[config.mk]
export PLATFORM = sky130hd
export DESIGN_NAME = match_referee
export DESIGN_NICKNAME = d
export VERILOG_FILES = /design/src/rtl/match_referee.sv
export SDC_FILE = /design/constraint.sdc
export NUM_CORES = 1
export LEC_CHECK = 0
export ABC_AREA = 1
export BUFFER_PORTS_ARGS = -buffer_cell sky130_fd_sc_hd__buf_4
export CAP_MARGIN = 20
export CORE_MARGIN = 1.5
export CORE_UTILIZATION = 50
export CTS_CLUSTER_DIAMETER = 150
export DETAILED_ROUTE_END_ITERATION = 8
export GPL_TIMING_DRIVEN = 0
export PLACE_DENSITY = 0.74
export SETUP_SLACK_MARGIN = 0.2
export SLEW_MARGIN = 20
export SYNTH_ARGS = -nofsm -noshare
export SYNTH_HDL_FRONTEND = slang
export SYNTH_SLANG_ARGS = --single-unit
[constraint.sdc]
create_clock -name clk -period 1.86 [get_ports clk]
set_clock_uncertainty 0.1 [all_clocks]
set_input_delay 0.186 -clock clk [delete_from_list [all_inputs] [get_ports clk]]
set_output_delay 0.186 -clock clk [all_outputs]
set_load 0.02 [all_outputs]
[src/rtl/match_referee.sv]
// match_referee: round-based referee that awards a point to the sole player pressing on a lit target, first to WINS_NEEDED ends the match.
// Latency: round_win/round_tie/scores update one cycle after a qualifying press. Backpressure: none; inputs are ignored outside PLAY.
// Option: define MATCH_REFEREE_EDGE_EN to score on rising edges of press instead of its level.
module match_referee #(
  parameter int N_PLAYERS   = 2,
  parameter int WINS_NEEDED = 3,
  parameter int COOLDOWN    = 4
) (
  input  logic                   clk,
  input  logic                   reset,
  input  logic [N_PLAYERS-1:0]   hit_zone,
  input  logic [N_PLAYERS-1:0]   press,
  output logic                   round_win,
  output logic                   round_tie,
  output logic [2:0]             round_winner,
  output logic [4*N_PLAYERS-1:0] scores,
  output logic                   match_over,
  output logic [6:0]             HEX0
);

  typedef enum logic [1:0] {PLAY, PAUSE, DONE} state_t;

  localparam logic [3:0] WIN4    = 4'(WINS_NEEDED);
  localparam logic [7:0] CD_LOAD = 8'(COOLDOWN - 1);

  state_t                   state_q, state_d;
  logic [7:0]               cnt_q, cnt_d;
  logic [4*N_PLAYERS-1:0]   scores_q;
  logic [N_PLAYERS-1:0]     press_evt;
  logic [N_PLAYERS-1:0]     qual;
  logic [3:0]               n_qual;
  logic [2:0]               win_idx;
  logic [3:0]               cur_score;
  logic                     win_d, tie_d, award;
  logic [6:0]               seg;

`ifdef MATCH_REFEREE_EDGE_EN
  logic [N_PLAYERS-1:0] prev_press;

  // History tracks press in every state so a button held through PAUSE cannot re-score.
  always_ff @(posedge clk or negedge reset) begin
    if (!reset) prev_press <= '0;
    else        prev_press <= press;
  end

  assign press_evt = press & ~prev_press;
`else
  assign press_evt = press;
`endif

  assign qual = hit_zone & press_evt;

  always_comb begin
    n_qual    = 4'd0;
    win_idx   = 3'd0;
    cur_score = 4'd0;
    for (int i = 0; i < N_PLAYERS; i++) begin
      if (qual[i]) begin
        n_qual    = n_qual + 4'd1;
        win_idx   = 3'(i);
        cur_score = scores_q[4*i +: 4];
      end
    end
  end

  always_ff @(posedge clk or negedge reset) begin
    if (!reset) begin
      state_q <= PLAY;
      cnt_q   <= 8'd0;
    end else begin
      state_q <= state_d;
      cnt_q   <= cnt_d;
    end
  end

  always_comb begin
    state_d = state_q;
    cnt_d   = cnt_q;
    win_d   = 1'b0;
    tie_d   = 1'b0;
    award   = 1'b0;
    case (state_q)
      PLAY: begin
        if (n_qual == 4'd1) begin
          award = 1'b1;
          win_d = 1'b1;
          if (cur_score + 4'd1 >= WIN4) begin
            state_d = DONE;
          end else begin
            state_d = PAUSE;
            cnt_d   = CD_LOAD;
          end
        end else if (n_qual > 4'd1) begin
          tie_d   = 1'b1;
          state_d = PAUSE;
          cnt_d   = CD_LOAD;
        end
      end
      // Counter loaded with COOLDOWN-1 on entry, so PAUSE lasts COOLDOWN cycles.
      PAUSE: begin
        if (cnt_q == 8'd0) state_d = PLAY;
        else               cnt_d   = cnt_q - 8'd1;
      end
      DONE:    state_d = DONE;
      default: state_d = PLAY;
    endcase
  end

  always_ff @(posedge clk or negedge reset) begin
    if (!reset) begin
      round_win    <= 1'b0;
      round_tie    <= 1'b0;
      round_winner <= 3'd0;
      scores_q     <= '0;
    end else begin
      round_win <= win_d;
      round_tie <= tie_d;
      if (award) begin
        round_winner <= win_idx;
        for (int i = 0; i < N_PLAYERS; i++) begin
          if (qual[i]) scores_q[4*i +: 4] <= scores_q[4*i +: 4] + 4'd1;
        end
      end
    end
  end

  always_comb begin
    seg = 7'b1111111;
    case (round_winner)
      3'd0: seg = ~7'b0000110;
      3'd1: seg = ~7'b1011011;
      3'd2: seg = ~7'b1001111;
      3'd3: seg = ~7'b1100110;
      3'd4: seg = ~7'b1101101;
      3'd5: seg = ~7'b1111101;
      3'd6: seg = ~7'b0000111;
      3'd7: seg = ~7'b1111111;
      default: seg = 7'b1111111;
    endcase
  end

  assign scores     = scores_q;
  assign match_over = (state_q == DONE);
  assign HEX0       = (state_q == DONE) ? seg : 7'b1111111;

endmodule

# == Word-level counts from Yosys, hierarchy flattened ==
# Memories as Yosys holds them, arrays and structs flattened.
# Index checks and enable logic that the tools add are counted.
# op_classes
add_sub_neg,5
n_lt_le_gt_ge,2
eq_ne,7
n_mux,21
bitwise,1
n_reduce_logical,7
# op_table
operator,count
8-bit two-way mux,4
"4-bit by 1-bit adder with 4-bit output, second input constant",4
8-bit case mux with 2 select lines,1
4-bit two-way mux,3
8-bit zero test,1
2-bit two-way mux,4
"8-bit by 1-bit subtractor with 8-bit output, second input constant",1
1-bit two-way mux,7
7-bit two-way mux,1
"3-bit != test, second input constant",2
2-bit case mux with 3 select lines,1
2-bit AND reduction,3
"4-bit by 1-bit == test with 1-bit output, second input constant",1
"4-bit by 2-bit >= comparator with 1-bit output, second input constant",1
"4-bit by 1-bit greater-than comparator with 1-bit output, second input constant",1
"2-bit != test, second input constant",2
4-bit AND reduction,1
2-bit AND,1
"2-bit by 1-bit == test with 1-bit output, second input constant",1
"2-bit == test, second input constant",1
2-bit zero test,1
2-bit nonzero test,1
# totals
register_bits,23
rom_bits,56
inputBits,6
out_inout_bits,21
word_cells,51
memories,1
# memory_table
memory,words,word_bits,read_ports,rd_ports_with_merged_regs,wr,line_no,source
(name not given),8,7,1,0,0,129,case (round_winner)

# == Logic depth before layout (Yosys ltp) ==
# depth
ltp_word,8
depth_mapped,9
mapped_depth_nobuf,9

# == Worst setup path before layout ==
# No wires, ideal clock.
# synth_timing
path_kind,register to output
from,register state_q[1]
to,output HEX0[3]
arrival_time_ns,1.314
required_ns,1.574
path_slack_ns,0.260
path_stages_with_launch,5
n_path_buf,1
cell_sequence,dfrtp_1 > inv_2 > nor2_1 > nand2_1 > buf_4
# synth_via
elab_chain_cells,2
# synth_lines
item,line_no,source
from (decl),26,"state_t state_q, state_d;"
from (signal assigned),71,state_q <= state_d;
2-bit == test,-,
named net match_over,17,"output logic match_over,"
7-bit two-way mux,144,assign HEX0 = (state_q == DONE) ? seg : 7'b1111111;
to (decl),18,output logic [6:0] HEX0
# The timed path passes the listed nets, and every way through them passes these cells.

# == Worst setup path in the final report ==
# layout_timing
from,register state_q[0]
to,output HEX0[4]
# layout_via
elab_chain_cells,2
# layout_lines
item,line_no
2-bit == test,144
7-bit two-way mux,144
# No other way between the ends.

==> impl_metrics.py <==
metrics = {
    "yosys": {
        "synth_cell_types": 23,
        "yosysWarningCount": 0,
        "yosysTopAreaCell": "dfrtp_1",
        "yosysSeqAreaShare_pct": 42.04,
        "synthSimpleGateAreaFrac_pct": 30.93,
        "synth_xor_area_share_pct": 6.306,
        "synth.area.top_cells": "dfrtp_1 (42%), nand2_1 (10%), nand3_1 (6.4%)",
        "synthMuxAreaShare_pct": 0.9009,
        "syn_inst": 149,
        "ys_ff_latch": 21,
        "synth_compound_area_share_pct": 4.805,
        "synth_top_family_by_area": "simple AND/OR/NAND/NOR gates",
        "synth_top_cell_area_share_pct": 42.04,
        "synth_area_um2": 1250,
        "syn_avg_cell_area_um2": 8.389,
        "synth-adder-area-share_pct": 6.006,
    },
    "clocking": {
        "cts_sinks": 21,
        "cts_max_path_buffers": 2,
        "post-cts-setup-buffers": 0,
        "clk_latency_ns": 0.29,
        "clockRootBuffer": "clkbuf_4",
        "clkTransAtPathRegs_ns": 0.11,
        "cts-htree-levels": 1,
        "cts_tree": "built",
        "cts_buffers": 3,
    },
    "detailed_routing": {
        "drc": 0,
        "wl_mm": 2.201,
        "wl_per_cell_um": 10.68,
        "first_iter_violations": 17,
        "vias": 985,
        "ant_nets": 0,
        "dr.pass1.iters": 6,
        "via_per_inst": 4.782,
    },
    "worst_setup_path": {
        "startpoint_type": "flop",
        "crit_chain": "nor2_4, nand2_1, buf_4, buf_4",
        "cp_common_cell": "buf_4",
        "r2r_cells": 8,
        "cp.required_ns": 1.57,
        "path_class": "flop to primary output",
        "cp_slowest_cell": "dfrtp_1",
        "arrival_ns": 1.28,
        "crit_fanout": 4,
        "end_kind": "primary output",
        "slowest_delay_ns": 0.43,
    },
    "grt": {
        "grt_max_degree": 22,
        "grt_pass1_wl_mm": 3.884,
        "grt_pass1_vias": 910,
        "antenna_found_initial": 0,
        "overflow": 0,
        "grt_usage_pct": 18.63,
    },
    "power_and_ir_drop": {
        "power_density_nw_per_um2": 1708,
        "ir_drop_v": 0.0009944,
        "p_leak_nw": 0.7907,
    },
    "run": {
        "drv_cap": 0,
    },
    "floorplan": {
        "core_um2": 2276,
        "pin_count": 27,
        "initial_core_util_pct": 54.92,
        "dieArea_um2": 2809,
        "die_width_um": 53,
        "fp.dieH_um": 53,
        "num_rows": 17,
    },
    "worst_hold_path": {
        "hold_path_class": "input port to async pin",
    },
    "layout": {
        "final_cell_area_um2": 1505,
        "num-fill-cells": 191,
        "num-nets-final": 191,
        "area_delta_synth_final_pct": 20.42,
        "final_layout_size_suffix_gt1_share_pct": 27.53,
        "antenna_cells": 0,
    },
    "sta": {
        "hold_viol": 0,
        "rsz0062_at_grt": "false",
        "finalSetupTns_ns": 0,
        "finalWorstSetupSlack_ns": 0.2911,
        "finalCriticalPeriod_ns": 1.569,
        "drv_slew": 0,
        "setup_viol": 0,
        "fin_crit_sh_pct": 84.35,
        "clock.fmax_mhz": 637.4,
    },
    "placement": {
        "dpl_cell_area_um2": 1461,
        "gp_congestion": 0.7981,
        "port_buffers": 23,
        "dp_hpwl_mm": 1.719,
        "dp_slack_ns": 0.09983,
    },
    "run_status": {
        "status": "complete, no violations",
    },
}
cell families after synthesis:
logic type,count (synthesis)
xor gates and xnor gates,9
adders and majority gates,6
buffers and inverters,22
and+or+nand+nor,81
muxes,1
other,2
AOI/OAI and AO/OA,7
DFF,21
final timing paths:
kind	start	to	slack [ns]
hold reg to reg	scores[3]	scores[3]	0.42
setup / recovery	state_q[0]	HEX0[4]	0.29
min in group clk	press[1]	scores[6]	0.21
max in group asynchronous	reset	cnt_q[3]	1.24
setup reg to reg	cnt_q[0]	cnt_q[7]	0.29
hold / removal	reset	cnt_q[0]	0.20
worst max-delay path: cells and delay by family (launching register included):
| kind | cells | cell delay [ns] |
|---|---|---|
| AND/OR/NAND/NOR | 2 | 0.27 |
| buffers and inverters | 2 | 0.29 |
| flip-flops | 1 | 0.43 |
cells in the final DEF, fill, tap and decap left out, drive strengths merged:
master / n
dfrtp: 21
xor2: 5
ha: 6
nand3: 16
conb: 3
nand4: 4
o21bai: 1
mux2: 1
clkinv: 1
inv: 15
dlygate4sd3: 1
a21oi: 2
buf: 29
xnor2: 4
nand2: 39
clkbuf: 4
o21ai: 4
nor2: 22
per-layer routing:
metal / GRT usage (%) / routed length, um / vias to the layer above
li1: - / - / 519
met1: 24.73 / 1045 / 447
met2: 31.04 / 1079 / 17
met3: 3.390 / 68 / 2
met4: 5.128 / 8 / 0
met5: 0 / 0 / -
registers in the layout, summed over array words and instances, names as in the netlist:
register      cells
cnt_q             8
round_tie         1
round_win         1
round_winner      1
scores            8
state_q           2
metrics by stage:
| step | util, % | instances | total power [mW] | hold WS [ns] |
|---|---|---|---|---|
| 2_1_floorplan | - | 150 | 1.940 | -0.2096 |
| 3_3_place_gp | 64.21 | 201 | 2.316 | -0.01643 |
| 3_5_place_dp | 64.21 | 201 | 2.363 | -0.01232 |
| 4_1_cts | 65.92 | 206 | 2.591 | 0.1982 |
| 5_1_grt | 66.14 | 206 | 2.802 | 0.2158 |
| 6_report | 66.14 | 206 | 2.570 | 0.1988 |
report_power, final:
group          switching, mW  internal [mW]
logic                  0.898          0.583
clock network          0.126         0.0833
registers              0.225          0.655
timing repair:
item,in CTS,in global routing
cloned,0,0
pin swaps,0,0
hold buffers,1,0
setup endpoints to repair,3,10
resized for setup,1,2
endpoints found under the hold margin,21,0
final cells by class:
| type | instances | area, um2 | share of cell area (%) |
|---|---|---|---|
| buffer | 6 | 45.04 | 2.993 |
| clock buffer | 4 | 26.28 | 1.746 |
| inverter | 16 | 60.06 | 3.990 |
| multi-input combinational | 107 | 630.6 | 41.90 |
| sequential | 21 | 525.5 | 34.91 |
| tap | 28 | 35.03 | 2.328 |
| timing repair buffer | 24 | 182.7 | 12.14 |
synthesized netlist by cell type:
library cell / n
nand2_1: 34
dfrtp_1: 21
nor2_1: 19
nand3_1: 16
inv_1: 10
buf_4: 6
ha_1: 6
inv_2: 5
xor2_1: 5
nand4_1: 4
xnor2_1: 4
nand2_2: 3
a21oi_1: 2
conb_1: 2
nor2_2: 2
o21ai_1: 2
o21ai_4: 2
clkinv_1: 1
mux2_1: 1
nand2_4: 1
nand2_8: 1
nor2_8: 1
o21bai_1: 1
Power figures use the tool's default switching activity.
